`config.mk`:
```
export PLATFORM = sky130hd
export DESIGN_NAME = piso_shift_register
export DESIGN_NICKNAME = d
export VERILOG_FILES = /design/src/rtl/piso_shift_register.sv
export SDC_FILE = /design/constraint.sdc
export NUM_CORES = 1
export LEC_CHECK = 0
export BUFFER_PORTS_ARGS = -buffer_cell sky130_fd_sc_hd__buf_2
export CORE_MARGIN = 1
export CORE_UTILIZATION = 61
export DETAILED_ROUTE_END_ITERATION = 12
export GPL_ROUTABILITY_DRIVEN = 0
export PLACE_DENSITY = 0.93
export SKIP_LAST_GASP = 1
export SYNTH_ARGS = -nofsm -noshare
export SYNTH_HDL_FRONTEND = slang
export SYNTH_SLANG_ARGS = --single-unit
export TNS_END_PERCENT = 100
```
`constraint.sdc`:
```
create_clock -name clk -period 4.4 [get_ports clk]
set_input_delay 0.88 -clock clk [delete_from_list [all_inputs] [get_ports clk]]
set_output_delay 0.88 -clock clk [all_outputs]
set_load 0.005 [all_outputs]
```
`src/rtl/piso_shift_register.sv`:
```
// Parallel-in serial-out shifter: a one-word holding buffer feeds a WIDTH-bit
// serializer that emits LSB first, one bit per enabled cycle, with gapless back-to-back words.
module piso_shift_register #(
  parameter int unsigned WIDTH = 32
) (
  input  logic             clk,
  input  logic             rstn,
  input  logic             enable,
  input  logic [WIDTH-1:0] in,
  input  logic             in_valid,
  output logic             in_ready,
  output logic             out,
  output logic             out_valid,
  output logic             word_start,
  output logic             word_end
);

  localparam int unsigned     CntW    = (WIDTH > 1) ? $clog2(WIDTH) : 1;
  localparam logic [CntW-1:0] CntLast = CntW'(WIDTH - 1);

  typedef enum logic {StIdle, StShift} state_e;

  state_e           r_state, w_state_d;
  logic [WIDTH-1:0] r_hold, w_hold_d;
  logic [WIDTH-1:0] r_shreg, w_shreg_d;
  logic             r_hold_full, w_hold_full_d;
  logic [CntW-1:0]  r_cnt, w_cnt_d;
  logic             w_accept;
  logic             w_last;
  logic             w_load;

  assign w_accept = in_valid && !r_hold_full;
  assign w_last   = (r_cnt == CntLast);

  always_comb begin
    w_state_d = r_state;
    w_cnt_d   = r_cnt;
    w_shreg_d = r_shreg;
    w_load    = 1'b0;
    unique case (r_state)
      StIdle: begin
        if (r_hold_full) begin
          w_load    = 1'b1;
          w_state_d = StShift;
        end
      end
      StShift: begin
        if (enable) begin
          if (!w_last) begin
            w_shreg_d = {1'b0, r_shreg[WIDTH-1:1]};
            w_cnt_d   = r_cnt + 1'b1;
          end else if (r_hold_full) begin
            w_load = 1'b1;
          end else begin
            w_state_d = StIdle;
            w_cnt_d   = '0;
          end
        end
      end
      default: w_state_d = StIdle;
    endcase
    if (w_load) begin
      w_shreg_d = r_hold;
      w_cnt_d   = '0;
    end
    // in_ready is low whenever a load happens, so accept and transfer never collide.
    w_hold_d      = w_accept ? in : r_hold;
    w_hold_full_d = w_accept || (r_hold_full && !w_load);
  end

  always_ff @(posedge clk or negedge rstn) begin
    if (!rstn) begin
      r_state     <= StIdle;
      r_hold      <= '0;
      r_hold_full <= 1'b0;
      r_shreg     <= '0;
      r_cnt       <= '0;
    end else begin
      r_state     <= w_state_d;
      r_hold      <= w_hold_d;
      r_hold_full <= w_hold_full_d;
      r_shreg     <= w_shreg_d;
      r_cnt       <= w_cnt_d;
    end
  end

  assign in_ready   = !r_hold_full;
  assign out_valid  = (r_state == StShift);
  assign out        = out_valid && r_shreg[0];
  assign word_start = out_valid && (r_cnt == '0);
  assign word_end   = out_valid && w_last;

endmodule

```
# After elaboration in Yosys (flattened, before gate mapping)
# Index checks and enable logic that the tools add are counted.
[word_totals]
out_inout_bits = 5
inputBits = 36
wordCells = 39
regBits = 71
[op_classes]
reduce_logical = 13
bitwise = 1
eq_ne = 3
add_sub_neg = 1
mux = 16
[ops]
columns = ["cell", "count"]
rows = [
  ["$mux 32", 4],
  ["$mux 5", 5],
  ["$reduce_and 3->1", 2],
  ["$add 5x1->5 const B", 1],
  ["$eq 5x5->1 const B", 1],
  ["$logic_and 1x1->1", 5],
  ["$logic_not 5->1", 1],
  ["$mux 1", 5],
  ["$pmux 1 s2", 2],
  ["$reduce_bool 2->1", 2],
  ["$ne 3x2->1 const B", 1],
  ["$logic_not 1->1", 2],
  ["$ne 2x1->1 const B", 1],
  ["$logic_or 1x1->1", 1],
  ["$not 1->1", 1],
]

# Logic depth before layout (Yosys ltp)
[logic_depth]
ltp_word = 7
mapped_depth = 7
depth_no_buf = 6

# Worst setup path after synthesis
# Ideal clock, no wire load.
[synth_timing]
path_type = "register to output"
from = "register r_cnt[0]"
to = "output word_end"
path_stages_with_launch = 5
t_required_ps = 3520
path_slack_ps = 2329
path_buffers = 0
t_arrival_ps = 1191
cell_sequence = "dfrtp_1 > ha_1 > and3_1 > ha_1 > and2_1"
[synth_via]
elab_chain_cells = 2
[synth_lines]
columns = ["item", "line_no", "source"]
rows = [
  ["start: declaration", "27", "logic [CntW-1:0] r_cnt, w_cnt_d;"],
  ["start signal: assignment", "83", "r_cnt <= w_cnt_d;"],
  ["$eq 5x5->1", "33", "assign w_last = (r_cnt == CntLast);"],
  ["$logic_and 1x1->1", "91", "assign word_end = out_valid && w_last;"],
  ["end: declaration", "15", "output logic word_end"],
]
# No other way between the ends.

# Worst setup path in the final report
# Same ends and word-level chain as after synthesis.

==> metrics.md <==
| Metric | Value |
|---|---|
| Status | `finished clean` |
| Syn_nets | `266` |
| ANT nets after route | `0` |
| Min Tclk post-route | `2630 ps` |
| Syn_area_per_cell | `14.4 sq um` |
| Number of flops mapped to enable cells by yosys | `0` |
| Synth warnings | `0` |
| # rows | `26` |
| Largest family of logic cells by synthesized area | `multiplexers` |
| Max-slew violations | `0` |
| Post-synthesis mux area share | `0.147` |
| Initial core utilization | `0.636` |
| Post-Synthesis Cells | `227` |
| Post-synth ARST share | `1.00` |
| Tcrit/Tclk final | `0.598` |
| Initial DRC count | `150` |
| Total GRT Usage | `0.237` |
| Setup-failing EPs final | `0` |
| Fmax | `380 MHz` |
| Filler cells | `368` |
| Critical Path Source Type | `flop` |
| CTS tree | `yes` |
| DR WL/cell | `17.1 um` |
| Layout cells sized above 1 | `0.367` |
| Post-Syn Area | `0.00327 sq mm` |
| Seq/Total Area, Yosys | `0.543` |
| CTS Sinks | `71` |
| Core ar. | `0.00514 sq mm` |
| Worst-margin pin slew | `1180 ps` |
| Cell taking the most area after synthesis | `dfrtp_1` |
| Largest net degree at the start of global routing | `54` |
| Hold buffers post-CTS | `0` |
| Total CTS buffers | `9` |
| Cts repair resizes | `0` |
| Worst skew pair latency | `350 ps` |
| Clock-pin slew on the worst setup and hold paths | `70 ps` |
| Netlist cell types | `37` |
| Vias in the first global route | `2015` |
| Synth top area cells | `dfrtp_1, mux2_4, o221a_1` |
| Overall routed net length | `5810 um` |
| Count leader, synth | `dfrtp_1` |
| Worst hold path class | `reg -> reg` |
| RSZ-0062 raised after global routing | `no` |
| Post-Synth XOR/XNOR Area | `0` |
| Post-route setup TNS | `0 ps` |
| PwrDens | `631 mW/mm^2` |
| Nets | `304` |
| Worst clock skew | `7.16 ps` |
| Drt pass-1 iters | `4` |
| Peak VDD IR | `0.000380 V` |
| Height of the die | `75.2 um` |
| Port Buffers | `40` |
| Setup bufs post-CTS | `0` |
| Number of remaining DRC errors | `0` |
| Longest Clk Path Bufs | `2` |
| Worst setup path category | `reg -> out` |
| Max-cap violations | `0` |
| Clock Tree Root | `clkbuf_8` |
| CP Capture Type | `output port` |
| CP max FO | `8` |
| Synthesized-area fraction occupied by adder cells | `0.0115` |
| First-pass GRT wire length | `9670 um` |
| Area overhead of the layout relative to synthesis | `11.6%` |
| Vias/cell | `5.79` |
| Grt ovf | `0` |
| Total power after layout | `0.00230 W` |
| DIE AREA | `0.00566 sq mm` |
| Normalized max-slew margin | `0.213` |
| Ant diodes | `0` |
| Pleak | `1.56 nW` |
| Yosys reg bits | `71` |
| Post-synth top cells | `dfrtp_1, nand2b_1, mux2_4, o221a_1, nand2_1` |
| Initial antenna violation count | `0` |
| Worst path arrival time | `1750 ps` |
| Top-area cell type share of the netlist area | `0.543` |
| Compound-Gate Fraction of Synth Area | `0.137` |
| H-tree depth | `3` |
| Required @ worst endpoint | `3520 ps` |
| Via count | `1968` |
| Simple-Gate Fraction of Synth Area | `0.110` |
| Dpl hpwl | `3690 um` |
| Top FF cell, synth | `dfrtp_1` |
| Die W | `75.2 um` |
| Final hold vios | `0` |
| I/O pin cnt | `41` |
[critical path: stages, from the launching register on]
cell and delay [ps]:
dfrtp_1 410, ha_1 230, and3_1 190, ha_1 270
and2_1 190, buf_2 120
[area by class of cell]
cell class,count,area (sq um),area share
clock inverter,3,65.1,0.0178
sequential,71,1780,0.487
timing repair buffer,42,215,0.0590
multi-input combinational,137,1330,0.364
clock buffer,13,159,0.0436
tap,70,87.6,0.0240
inverter,4,15.0,0.00412
[cells in the final DEF, fill, tap and decap left out, drive strengths merged, types with 3 or more instances in the layout]
| cell | count |
|---|---|
| dfrtp | 71 |
| buf | 42 |
| nand2b | 33 |
| mux2 | 32 |
| o221a | 31 |
| clkbuf | 13 |
| nand2 | 5 |
| nand3 | 4 |
| o21ai | 4 |
| inv | 4 |
| nor2 | 3 |
| ha | 3 |
[per-stage QoR]
| step | instance area [sq um] | setup slack, ps | hold WS [ps] | utilization | std cells |
|---|---|---|---|---|---|
| global placement | 3420 | 1970 | 497 | 0.666 | 324 |
| global route | 3650 | 1610 | 528 | 0.710 | 340 |
| CTS | 3650 | 1770 | 518 | 0.710 | 340 |
| detailed placement | 3420 | 1830 | 500 | 0.666 | 324 |
| finish | 3650 | 1770 | 515 | 0.710 | 340 |
| floorplan | 3270 | 2330 | 482 | - | 227 |
[logic make-up after synthesis]
group / after synthesis
AO/OA/AOI/OAI: 43
adder cells (fa/ha/maj): 3
buffers and inverters: 19
flip-flops: 71
multiplexers: 33
AND/OR/NAND/NOR: 58
[metal layers]
layer	up-vias	track usage	wire, um
li1	903	-	-
met1	995	0.340	2770
met2	55	0.346	2660
met3	15	0.0495	223
met4	0	0.121	146
met5	-	0	0
[flip-flops by register name (all words and copies together), names as in the netlist]
name / cells
out_valid: 1
r_cnt: 5
r_hold: 32
r_hold_full: 1
r_shreg: 32
[worst paths after layout]
path	from	endpoint	slack, ps	cells past startpoint
min in group asynchronous	rstn	r_hold[2]	760	1
max in group asynchronous	rstn	r_shreg[17]	2780	2
worst min-delay path	r_hold[29]	r_hold[29]	520	1
worst max register to register	r_cnt[0]	r_shreg[18]	1820	6
worst max-delay path	r_cnt[0]	word_end	1770	5
worst min register to register	r_hold[29]	r_hold[29]	520	1
[report_power, final]
part	switching, W	internal, W
Combinational	0.000187	0.000398
Sequential	0.000193	0.000943
Clock	0.000230	0.000350
Total	0.000610	0.00169
Note: power is estimated with default switching activity, not from simulation.
